File: src/rtl/sub_pkg.sv
// rtl/sub_pkg.sv - shared types and defaults for the serial subtractor
package sub_pkg;

  typedef enum logic [1:0] {
    IDLE  = 2'd0,
    SHIFT = 2'd1,
    DONE  = 2'd2
  } sub_state_t;

  localparam int SUB_WIDTH_DEFAULT = 8;

endpackage

File: src/rtl/full_subtractor.sv
// rtl/full_subtractor.sv - one-bit full subtractor cell: d = a - b - bin
module full_subtractor (
  input  logic a,
  input  logic b,
  input  logic bin,
  output logic d,
  output logic bout
);

  assign d    = a ^ b ^ bin;
  // Borrow when the minuend bit is 0 and b is 1, or bits are equal and a borrow is pending.
  assign bout = (~a & b) | (~(a ^ b) & bin);

endmodule

File: src/rtl/serial_subtractor.sv
// rtl/serial_subtractor.sv - bit-serial a - b - bin_in, one bit per clock, LSB first
module serial_subtractor
  import sub_pkg::*;
#(
  parameter int WIDTH = SUB_WIDTH_DEFAULT
) (
  input  logic             clk,
  input  logic             rst_n,
  input  logic             start,
  input  logic [WIDTH-1:0] a,
  input  logic [WIDTH-1:0] b,
  input  logic             bin_in,
  output logic             busy,
  output logic             done,
  output logic [WIDTH-1:0] diff,
  output logic             borrow_out
);

  localparam int CW = $clog2(WIDTH);
  localparam logic [CW-1:0] LAST = CW'(WIDTH - 1);

  sub_state_t state, state_nx;

  logic [WIDTH-1:0] sa, sb;
  logic [WIDTH-2:0] sd;
  logic [WIDTH-1:0] sd_ext;
  logic [CW-1:0]    cnt;
  logic             br;
  logic             cell_d, cell_bout;
  logic             last_bit;
  logic             busy_nx, done_nx;

  full_subtractor u_cell (
    .a    (sa[0]),
    .b    (sb[0]),
    .bin  (br),
    .d    (cell_d),
    .bout (cell_bout)
  );

  // sd holds only the upper WIDTH-1 result bits; the new bit completes the word.
  assign sd_ext   = {cell_d, sd};
  assign last_bit = (cnt == LAST);

  always_ff @(posedge clk) begin
    if (!rst_n) state <= IDLE;
    else        state <= state_nx;
  end

  always_comb begin
    state_nx = state;
    case (state)
      IDLE:    if (start) state_nx = SHIFT;
      SHIFT:   if (last_bit) state_nx = DONE;
      DONE:    state_nx = IDLE;
      default: state_nx = IDLE;
    endcase
  end

  always_comb begin
    busy_nx = (state_nx != IDLE);
    done_nx = (state_nx == DONE);
  end

  always_ff @(posedge clk) begin
    if (!rst_n) begin
      sa         <= '0;
      sb         <= '0;
      sd         <= '0;
      br         <= 1'b0;
      cnt        <= '0;
      busy       <= 1'b0;
      done       <= 1'b0;
      diff       <= '0;
      borrow_out <= 1'b0;
    end else begin
      busy <= busy_nx;
      done <= done_nx;
      case (state)
        IDLE: begin
          if (start) begin
            sa  <= a;
            sb  <= b;
            br  <= bin_in;
            cnt <= '0;
            sd  <= '0;
          end
        end
        SHIFT: begin
          sa  <= {1'b0, sa[WIDTH-1:1]};
          sb  <= {1'b0, sb[WIDTH-1:1]};
          sd  <= sd_ext[WIDTH-1:1];
          br  <= cell_bout;
          cnt <= cnt + CW'(1);
          if (last_bit) begin
            diff       <= sd_ext;
            borrow_out <= cell_bout;
          end
        end
        default: ;
      endcase
    end
  end

endmodule

File: config.mk
export PLATFORM = sky130hd
export DESIGN_NAME = serial_subtractor
export DESIGN_NICKNAME = d
export VERILOG_FILES = /design/src/rtl/sub_pkg.sv /design/src/rtl/full_subtractor.sv /design/src/rtl/serial_subtractor.sv
export SDC_FILE = /design/constraint.sdc
export NUM_CORES = 1
export LEC_CHECK = 0
export BUFFER_PORTS_ARGS = -buffer_cell sky130_fd_sc_hd__buf_2
export CORE_MARGIN = 2
export CORE_UTILIZATION = 25
export CTS_CLUSTER_SIZE = 14
export DETAILED_ROUTE_END_ITERATION = 10
export SYNTH_ARGS = -nofsm -noshare
export SYNTH_HDL_FRONTEND = slang
export SYNTH_SLANG_ARGS = --single-unit
File: constraint.sdc
create_clock -name clk -period 2.05 [get_ports clk]
set_clock_uncertainty 0.15 [all_clocks]
set_input_delay 0 -clock clk [delete_from_list [all_inputs] [get_ports clk]]
set_output_delay 0 -clock clk [all_outputs]
set_load 0.005 [all_outputs]
After elaboration in Yosys (flattened, before gate mapping)
Cells that the tools add are included.
{ "totals": {"output_inout_bits": 11, "regBits": 40, "wordCells": 40} }
{ "classes": {"mux": 13, "bitwise": 7, "addsub": 1, "n_eq_ne": 4, "n_reduce_logical": 5} }
{ "ops": {"columns": ["op", "count"], "rows": [
  ["$pmux 8 s2", 2],
  ["$mux 8", 2],
  ["$pmux 7 s2", 1],
  ["$mux 7", 1],
  ["$pmux 3 s2", 1],
  ["$mux 2", 2],
  ["$pmux 2 s2", 1],
  ["$reduce_and 2->1", 2],
  ["$reduce_bool 2->1", 2],
  ["$add 3x1->3 const B", 1],
  ["$eq 3x3->1 const B", 1],
  ["$mux 3", 1],
  ["$and 1x1->1", 2],
  ["$eq 2x1->1 const B", 1],
  ["$eq 2x2->1 const B", 1],
  ["$logic_not 2->1", 1],
  ["$ne 2x2->1 const B", 1],
  ["$not 1->1", 2],
  ["$pmux 1 s2", 1],
  ["$xor 1x1->1", 2],
  ["$mux 1", 1],
  ["$or 1x1->1", 1]
]} }

Depth between registers and ports, before layout
Gate-level depths: netlist of run 1.
{ "logic_depth": {"ltp_word": 5, "mapped_depth": 6, "mapped_depth_nobuf": 5} }

By module
Synthesis of run 1 repeated with hierarchy kept, for this count alone.
{ "unflattened": {"hier_cells": 164, "hier_area_um2": 1642.8} }
{ "by_module_without_submodules": {"columns": ["mod", "n_inst", "cells_each", "area_per_inst_um2", "seq_area_each_um2"], "rows": [
  ["serial_subtractor", 1, 160, 1611.5, 800.8],
  ["full_subtractor", 1, 4, 31.3, 0.0]
]} }

Least setup slack after synthesis of run 1
OpenSTA, ideal clock, no wires.
{ "synth_path": {"kind": "register to register", "from": "reg cnt[0]", "to": "reg state[0]", "setup_ps": 123, "arrival_ps": 1149, "synth_period_minus_slack_ps": 1421, "required_time_ps": 1777, "path_slack_ps": 629, "stages_incl_launch_ff": 7, "cell_sequence": "dfxtp_1 -> ha_1 -> ha_1 -> clkbuf_1 -> inv_1 -> mux2i_1 -> nor3_1"} }
{ "synth_via": {"elab_chain_cells": 3} }
{ "synth_rtl": {"columns": ["item", "line", "text"], "rows": [
  ["start: declaration", "serial_subtractor.sv:27", "logic [CW-1:0] cnt;"],
  ["start signal: assignment", "serial_subtractor.sv:94", "cnt <= cnt + CW'(1);"],
  ["$eq 3x3->1", "serial_subtractor.sv:43", "assign last_bit = (cnt == LAST);"],
  ["$mux 2", "serial_subtractor.sv:54", "SHIFT: if (last_bit) state_nx = DONE;"],
  ["$pmux 2 s2", "serial_subtractor.sv:52", "case (state)"],
  ["end signal: assignment", "serial_subtractor.sv:47", "else state <= state_nx;"],
  ["end: declaration", "serial_subtractor.sv:22", "sub_state_t state, state_nx;"]
]} }
Every way passes these cells.
A chain may end at the register's enable or synchronous reset.

Worst setup path in the final report of run 1
{ "layout_path": {"from": "reg state[1]", "to": "reg sb[3]"} }
{ "layout_via": {"elab_chain_cells": 3} }
{ "layout_rtl": {"columns": ["item", "line", "text"], "rows": [
  ["$eq 2x1->1 or $logic_not 2->1 (tied branches)", "serial_subtractor.sv:79", "case (state)"],
  ["$reduce_bool 2->1 (no line) or $ne 2x2->1 (tied branches)", null, null],
  ["$reduce_and 2->1 (no line)", null, null],
  ["end signal: assignment", "serial_subtractor.sv:91", "sb <= {1'b0, sb[WIDTH-1:1]};"],
  ["end: declaration", "serial_subtractor.sv:24", "logic [WIDTH-1:0] sa, sb;"]
]} }
Several ways; a longest one is shown, not always the timed one.

==> flow_summary.json, run 1 <==
{
  "outcome": "finished clean",
  "cp_slowest_cell": "dlygate4sd3_1",
  "antenna_found_initial": 0,
  "drive_gt1_share_pct": 18.52,
  "seqCellArea_um2": 800.8,
  "grt_max_degree": 29,
  "wl_met3_um": 134,
  "cap_violations": 0,
  "dp.cells": 279,
  "wl_per_cell_um": 11.12,
  "clock_path_buffers": 2,
  "crit_type": "reg -> reg",
  "grt_pass1_vias": 1390,
  "finalSetupViolCount": 0,
  "cpPeakStageDelay_ps": 580,
  "dpl.hpwl_um": 2124,
  "core_um2": 6026,
  "switchingPower_w": 0.0003670,
  "die_w_um": 83.44,
  "clk_latency_ps": 290,
  "synth_ff_type": "dfxtp_1",
  "num_rows": 28,
  "p_sw_share_pct": 23.56,
  "drt_wl_total_um": 3535,
  "grt_usage_pct": 10.57,
  "hold_violations": 0,
  "drcViolationCount": 0,
  "htreeDepth": 2,
  "multi_input_area_um2": 684.4,
  "syn-num-nets": 205,
  "top_level_ports": 31,
  "die_h_um": 83.44,
  "synth_cells": 182,
  "power_frac_clock_pct": 34.1,
  "synth_cell_types": 27,
  "cts_tree": "built",
  "wl_met1_um": 1696,
  "required_ps": 2130,
  "vdd_ir_drop_max_uv": 267.7,
  "synth_area_per_cell_um2": 8.669,
  "viasPerCell": 4.484,
  "fmax_ghz": 0.5314,
  "dpl_cell_area_um2": 1778,
  "path_max_fanout": 14,
  "place_congestion": 0.7135,
  "drt_iter0_drc": 98,
  "clock_sinks": 40,
  "final_cells": 318,
  "seq_power_share_pct": 53.2,
  "finalSetupTns_ps": 0,
  "ys_seq_area_share_pct": 50.75,
  "p_comb_share_pct": 12.7,
  "cp.arrival_ps": 1960,
  "n_antenna_cell": 0,
  "path_delay_family": "buffers and inverters",
  "slew-limit-headroom_pct": 60.54,
  "numCtsBuffers": 5,
  "crit_chain": "nand2b_2 -> nand2_1 -> a31oi_1 -> dlygate4sd3_1",
  "area_delta_synth_final_pct": 38.54,
  "vias": 1426,
  "post_cts_buffers": 0,
  "p_int_w": 0.001191,
  "postRouteAntennaNets": 0,
  "wl_met2_um": 1635,
  "period_share_pct": 91.79,
  "fill_cells": 629,
  "syn_area_um2": 1578,
  "overflow": 0,
  "ys_ff_latch": 40,
  "grt_pass1_wl_um": 6051,
  "fin_nets": 265,
  "yosysWarnings": 0,
  "slew_violations": 0,
  "async_reset_ff_share_pct": 0,
  "hold_path.class": "in -> reg",
  "die_area_um2": 6962,
  "cp-start-kind": "flip-flop",
  "worst_slew_pin_slew_ps": 591.5,
  "stdcell_area_um2": 2186,
  "top_layer_used": "met4",
  "min_period_ps": 1882,
  "root_buffer": "clkbuf_8",
  "rsz0062_at_grt": "no",
  "cts.reportedPaths.clkPinSlew_ps": 80,
  "start_util_pct": 26.18,
  "port_buffers": 30,
  "crit_buf_inv": 1,
  "synth_edf_count": 0,
  "p_leak_nw": 0.8975,
  "critPathCaptureType": "flip-flop",
  "pwr_density_cell_nw_per_um2": 712.7,
  "firstDrtPassIters": 4
}
[power groups by stage]
stage                     Clock, W  Combinational, W  Sequential [W]
after floorplan                  0          0.000108        0.000840
after global placement           0          0.000137        0.000846
after detailed placement         0          0.000139        0.000846
after CTS                 0.000545          0.000194        0.000828
after global routing      0.000573          0.000222        0.000833
final                     0.000531          0.000198        0.000829
[worst register-to-register path: stages, from the launching register on]
cell,delay [ps]
dfxtp_1,450
nand2b_2,350
nand2_1,100
a31oi_1,190
dlygate4sd3_1,580
[sequential cells by signal (all words and copies together), names as in the netlist]
name,count
done,1
diff,8
br,1
busy,1
sa,8
borrow_out,1
sd,7
cnt,3
sb,8
state,2
[layer usage]
layer | global-route usage, % | up-vias
met5 | 0 | -
met2 | 16.94 | 19
li1 | - | 750
met1 | 12.43 | 652
met4 | 5.425 | 0
met3 | 3.777 | 5
[worst paths after layout]
kind                               start      end  slack [ps]  depth (start not counted)
worst max-delay path            state[1]    sb[3]         170                          4
worst min-delay path              bin_in       br          40                          4
worst max register to register  state[1]    sb[3]         170                          4
worst min register to register   diff[4]  diff[4]         310                          2
[synth_stat cells, types with 2 or more instances]
library cell | number | area [um^2]
a21oi_1 | 10 | 50.05
a22oi_1 | 11 | 82.58
a31oi_1 | 14 | 87.58
and2b_1 | 2 | 15.01
buf_2 | 2 | 10.01
buf_4 | 6 | 45.04
clkbuf_1 | 4 | 15.01
dfxtp_1 | 40 | 800.8
ha_1 | 2 | 25.02
inv_1 | 3 | 11.26
mux2i_1 | 2 | 20.02
nand2_1 | 37 | 138.9
nand2b_1 | 2 | 12.51
nand3_1 | 8 | 40.04
nor2_1 | 15 | 56.30
o21ai_0 | 8 | 40.04
o21ai_1 | 6 | 30.03
[area by class of cell]
type	count	share of cell area [%]
repair buffers	66	22.95
inverters	4	0.6869
well taps	75	4.293
clock buffers	8	4.121
multi-input cells	125	31.31
flip-flops and latches	40	36.63
[repair_timing]
item | 4_1_cts | 5_1_grt
hold buffers | 31 | 0
setup endpoints to repair | 0 | 14
resized for setup | 0 | 3
endpoints found under the hold margin | 17 | 0
[layout by cell type (no fill, tap or decap), types with 2 or more instances in the layout]
cell and instances:
buf_2 30, dlygate4sd3_1 31, clkbuf_8 6, clkbuf_1 2, nand3_1 8, a21oi_1 10
mux2i_1 2, o21ai_0 8, o21ai_1 6, dfxtp_1 40, a22oi_1 11, ha_1 2
nand2_1 37, a31oi_1 14, nor2_1 15, buf_4 4, inv_1 3
[metrics by stage]
stage | setup slack (ps) | util, % | hold WS (ps) | total power, W
global route | 37.77 | 36.27 | 92.13 | 0.001628
CTS | 64.65 | 36.15 | 30.41 | 0.001567
finish | 168.3 | 36.27 | 36.30 | 0.001558
floorplan | 628.7 | - | -11.69 | 0.0009481
global placement | 534.7 | 29.51 | 88.36 | 0.0009832
detailed placement | 514.2 | 29.51 | 106.3 | 0.0009850
[cells by family after synthesis]
family | share of synthesized area, %
and+or+nand+nor | 18.48
AOI/OAI and AO/OA | 20.54
DFF | 50.75
buffers and inverters | 6.105
adders and majority gates | 2.855
muxes | 1.269
No activity file was read; power rests on OpenSTA's default activity.
==> inputs of run 2 (changes only) <==
--- a/config.mk
+++ b/config.mk
@@ -9,4 +9,5 @@
 export CORE_MARGIN = 2
 export CORE_UTILIZATION = 25
+export CTS_BUF_LIST = sky130_fd_sc_hd__clkbuf_16
 export CTS_CLUSTER_SIZE = 14
 export DETAILED_ROUTE_END_ITERATION = 10
==> constraint.sdc (replaced) <==
create_clock -name clk -period 2.05 [get_ports clk]
set_clock_uncertainty 0.15 [all_clocks]
set_input_delay 0.41 -clock clk [delete_from_list [all_inputs] [get_ports clk]]
set_output_delay 0.41 -clock clk [all_outputs]
set_load 0.005 [all_outputs]
==> flow_summary.json, run 2 (same netlist as run 1, synthesis figures left out) <==
{
  "wl_per_cell_um": 11.26,
  "critPathCaptureType": "flip-flop",
  "viasPerCell": 4.644,
  "worst_slew_pin_slew_ps": 550.4,
  "power_w": 0.001647,
  "antenna_found_initial": 0,
  "fill_cells": 643,
  "ctsResizeCount": 0,
  "drcViolationCount": 0,
  "cp_slowest_cell": "dfxtp_1",
  "min_period_ps": 1574,
  "n_antenna_cell": 0,
  "slew_violations": 0,
  "area_delta_synth_final_pct": 20.62,
  "top_level_ports": 31,
  "htreeDepth": 2,
  "crit_chain": "and2b_1 -> buf_4 -> nand3_1 -> a21oi_1",
  "vdd_ir_drop_max_uv": 290.4,
  "dpl_cell_area_um2": 1778,
  "cpPeakStageDelay_ps": 480,
  "grt_util_met1_pct": 11.40,
  "grt_usage_pct": 9.621,
  "port_buffers": 30,
  "crit_buf_inv": 1,
  "core_um2": 6026,
  "slew-limit-headroom_pct": 63.31,
  "crit_type": "reg -> reg",
  "clock_sinks": 40,
  "grt_pass1_vias": 1239,
  "vias": 1319,
  "clk_latency_ps": 270,
  "multi_input_area_um2": 680.7,
  "finalSetupTns_ps": 0,
  "postRouteAntennaNets": 0,
  "ctsHoldBuffers": 0,
  "cp-start-kind": "flip-flop",
  "fmax_ghz": 0.6355,
  "firstDrtPassIters": 4,
  "cts_tree": "built",
  "stdcell_area_um2": 1903,
  "numCtsBuffers": 5,
  "root_buffer": "clkbuf_16",
  "clock_path_buffers": 2,
  "grt_util_met2_pct": 15.98,
  "post_cts_buffers": 0,
  "dpl.hpwl_um": 2172,
  "drive_gt1_share_pct": 20.10,
  "dp.cells": 279,
  "rsz0062_at_grt": "no",
  "grt-busiest-layer": "met2",
  "p_leak_nw": 0.7598,
  "cts.reportedPaths.clkPinSlew_ps": 50,
  "outcome": "finished clean",
  "drt_iter0_drc": 61,
  "grt_max_degree": 29,
  "cap_violations": 0,
  "num_rows": 28,
  "fin_nets": 234,
  "mostFrequentLayoutCell": "dfxtp_1",
  "grt_pass1_wl_um": 5437,
  "hold_violations": 0,
  "die_h_um": 83.44,
  "gr-usage-met3_pct": 2.883,
  "seqCellArea_um2": 800.8,
  "die_area_um2": 6962,
  "required_ps": 2100,
  "path_delay_family": "simple AND/OR/NAND/NOR gates",
  "period_share_pct": 76.76,
  "cp.arrival_ps": 1630,
  "overflow": 0,
  "final_cells": 284,
  "place_congestion": 0.7039,
  "start_util_pct": 26.18,
  "pwr_density_cell_nw_per_um2": 865.5,
  "top_regs": "diff: 8 flops, sa: 8 flops, sb: 8 flops",
  "reg2reg_slack_ps": 480,
  "die_w_um": 83.44,
  "finalSetupViolCount": 0,
  "path_max_fanout": 12,
  "hold_path.class": "in -> reg",
  "drt_wl_total_um": 3199,
  "layout_common_cells": "dfxtp_1, nand2_1, buf_2, nor2_1, a31oi_1"
}
run 2: cell types whose count changed in the layout (fill, tap and decap cells not counted), sizes merged:
cell	change
dlygate4sd3	-31
clkbuf	-3
run 2: per-layer routing:
layer  vias up  routed length (um)
met5         -                   0
met4         0                  36
met3         2                 121
met2        23                1517
met1       608                1523
li1        686                   -
run 2: report_power, final:
group / internal [W] / switching, W
clock: 0.000428 / 0.000249
combinational: 0.0000571 / 0.0000806
sequential: 0.000813 / 0.0000188
run 2: worst reg2reg max path, cell delays in order, from the launching register on:
cell and delay [ps]:
dfxtp_1 480, and2b_1 420, buf_4 240, nand3_1 90, a21oi_1 120
run 2: stage by stage:
stage	hold slack, ps	worst slack (ps)	utilization [%]
CTS	237.8	470.0	31.58
global route	252.1	346.4	31.58
detailed placement	295.1	428.7	29.51
floorplan	293.2	628.7	-
global placement	292.1	485.9	29.51
finish	241.7	476.4	31.58
run 2: path summary, 6_finish.rpt:
check                start       to  depth (start not counted)
setup / recovery  state[0]  diff[4]                          4
hold / removal        a[7]    sa[7]                          3
hold reg to reg    diff[6]  diff[6]                          2
setup reg to reg  state[0]  diff[4]                          4
run 2: cell type report:
| type | count | share of cell area, % |
|---|---|---|
| sequential | 40 | 42.08 |
| multi-input combinational | 125 | 35.77 |
| timing repair buffer | 35 | 9.862 |
| clock buffer | 5 | 6.575 |
| tap | 75 | 4.931 |
| inverter | 4 | 0.7890 |
==> inputs of run 3 (changes only) <==
- ABC_AREA: not set -> 1
- clock period: 2.05 -> 1.5 ns (I/O delays scaled with it)
==> flow_summary.json, run 3 <==
{
  "slew_violations": 0,
  "cp_common_cell": "ha_1",
  "drive_gt1_share_pct": 19.13,
  "synth_edf_count": 0,
  "grt_usage_pct": 10.10,
  "path_delay_family": "adder cells",
  "vdd_ir_drop_max_uv": 431.2,
  "crit_type": "reg -> reg",
  "clk_latency_ps": 280,
  "top_regs": "diff: 8 flops, sa: 8 flops, sb: 8 flops",
  "p_leak_nw": 1.017,
  "period_share_pct": 94.58,
  "fin_nets": 299,
  "hold_violations": 0,
  "core_um2": 6681,
  "cp.arrival_ps": 1470,
  "crit_chain": "ha_1 -> ha_1 -> nand2_1 -> nand3_1 -> o21ai_0",
  "synth_most_common_cell": "nand2_1",
  "cts_tree": "built",
  "top_level_ports": 31,
  "overflow": 0,
  "wl_met2_um": 1700,
  "wl_met1_um": 1609,
  "place_congestion": 0.7615,
  "grt_max_degree": 21,
  "vias": 1532,
  "seqCellArea_um2": 800.8,
  "n_antenna_cell": 0,
  "cpPeakStageDelay_ps": 320,
  "syn-num-nets": 266,
  "grt_pass1_vias": 1387,
  "fill_cells": 723,
  "die_h_um": 86.59,
  "synthTopCellsByCount": "nand2_1, dfxtp_1, nor2_1",
  "postRouteAntennaNets": 0,
  "cp_slowest_cell": "dfxtp_1",
  "path_max_fanout": 9,
  "root_buffer": "clkbuf_16",
  "synth_area_per_cell_um2": 7.018,
  "finalSetupViolCount": 0,
  "multi_input_area_um2": 711.9,
  "cap_violations": 0,
  "async_reset_ff_share_pct": 0,
  "synth_ff_type": "dfxtp_1",
  "wl_met3_um": 120,
  "cts.reportedPaths.clkPinSlew_ps": 60,
  "mostFrequentLayoutCell": "nand2_1",
  "critPathCaptureType": "flip-flop",
  "drt_wl_total_um": 3503,
  "ys_top_cells_by_area": "dfxtp_1, nand2_1, nor2_1",
  "yosys.area.top_type": "dfxtp_1",
  "num_rows": 30,
  "synth_top_area_share_pct": 46.96,
  "numCtsBuffers": 5,
  "synth_cell_types": 17,
  "drt_iter0_drc": 86,
  "synth_cells": 243,
  "firstDrtPassIters": 4,
  "antenna_found_initial": 0,
  "layout_common_cells": "nand2_1, dfxtp_1, inv_1, nor2_1, buf_2",
  "ys_ff_latch": 40,
  "outcome": "finished clean",
  "crit_buf_inv": 0,
  "fmax_ghz": 0.7048,
  "ys_seq_area_share_pct": 46.96,
  "rsz0062_at_grt": "no",
  "top_layer_used": "met4",
  "min_period_ps": 1419,
  "clock_sinks": 40,
  "setup_slack_ps": 81.25,
  "wl_per_cell_um": 9.812,
  "yosysWarnings": 0,
  "die_w_um": 86.59,
  "die_area_um2": 7498,
  "hold_path.class": "in -> reg",
  "dpl.hpwl_um": 2519,
  "drcViolationCount": 0,
  "syn_area_um2": 1705,
  "finalSetupTns_ps": 0,
  "grt_pass1_wl_um": 6003,
  "port_buffers": 30,
  "clock_path_buffers": 2,
  "viasPerCell": 4.291,
  "slew-limit-headroom_pct": 73.25,
  "cp-start-kind": "flip-flop",
  "start_util_pct": 25.52,
  "area_delta_synth_final_pct": 25.24,
  "pwr_density_cell_nw_per_um2": 1196,
  "dp_slack_ps": 87.30,
  "worst_slew_pin_slew_ps": 400.8,
  "htreeDepth": 2,
  "required_ps": 1550
}
==> run 3: cell types whose count changed after synthesis, sizes merged, moves of 3 or more <==
cell	change
nor2	+24
o21ai	+3
a31oi	-14
a22oi	-11
a21oi	+17
inv	+35
nand2	+9
nand3	+12
==> run 3: layer usage <==
layer | vias to the layer above | GRT usage (%)
met5 | - | 0
met4 | 0 | 4.688
met3 | 6 | 2.571
met2 | 24 | 17.41
met1 | 685 | 11.70
li1 | 817 | -
==> run 3: cell families after synthesis <==
family / share of synthesized area [%]
buf+inv: 11.89
flops: 46.96
simple gates: 25.17
compound gates: 13.35
fa+ha+maj: 2.641
==> run 3: where the power goes <==
| part | switching [W] | internal (W) |
|---|---|---|
| sequential | 0.0000249 | 0.00111 |
| combinational | 0.000151 | 0.000103 |
| clock | 0.000390 | 0.000774 |
==> run 3: final cells by class <==
class	count	share of cell area, %
Sequential cell	40	37.49
Multi-Input combinational cell	153	33.33
Timing Repair Buffer	38	10.02
Inverter	38	6.796
Clock buffer	5	5.858
Tap cell	80	4.687
Clock inverter	3	1.816
==> run 3: final timing paths <==
kind | from | end | slack [ps] | cells past startpoint
worst max register to register | cnt[0] | borrow_out | 80 | 5
worst max-delay path | cnt[0] | borrow_out | 80 | 5
worst min-delay path | a[7] | sa[7] | 120 | 3
worst min register to register | diff[3] | diff[3] | 310 | 2
==> run 3: what timing repair did <==
item                                   CTS  global route
endpoints found under the hold margin    0             0
setup buffers                            0             1
resized for setup                        0             5
setup endpoints to repair                0             9
hold buffers                             0             0
==> run 3: through the flow <==
| step | power [W] | cells | hold WS, ps | utilization, % | instance area, um^2 |
|---|---|---|---|---|---|
| global route | 0.002663 | 357 | 134.6 | 31.97 | 2136 |
| detailed placement | 0.001411 | 348 | 309.0 | 29.16 | 1948 |
| floorplan | 0.001335 | 243 | 278.3 | - | 1705 |
| finish | 0.002555 | 357 | 120.0 | 31.97 | 2136 |
| CTS | 0.002578 | 356 | 115.2 | 31.61 | 2112 |
| global placement | 0.001408 | 348 | 300.0 | 29.16 | 1948 |
==> run 3: worst register-to-register path, stage by stage, from the launching register on <==
cell	delay, ps
dfxtp_1	320
ha_1	200
ha_1	200
nand2_1	280
nand3_1	110
o21ai_0	90
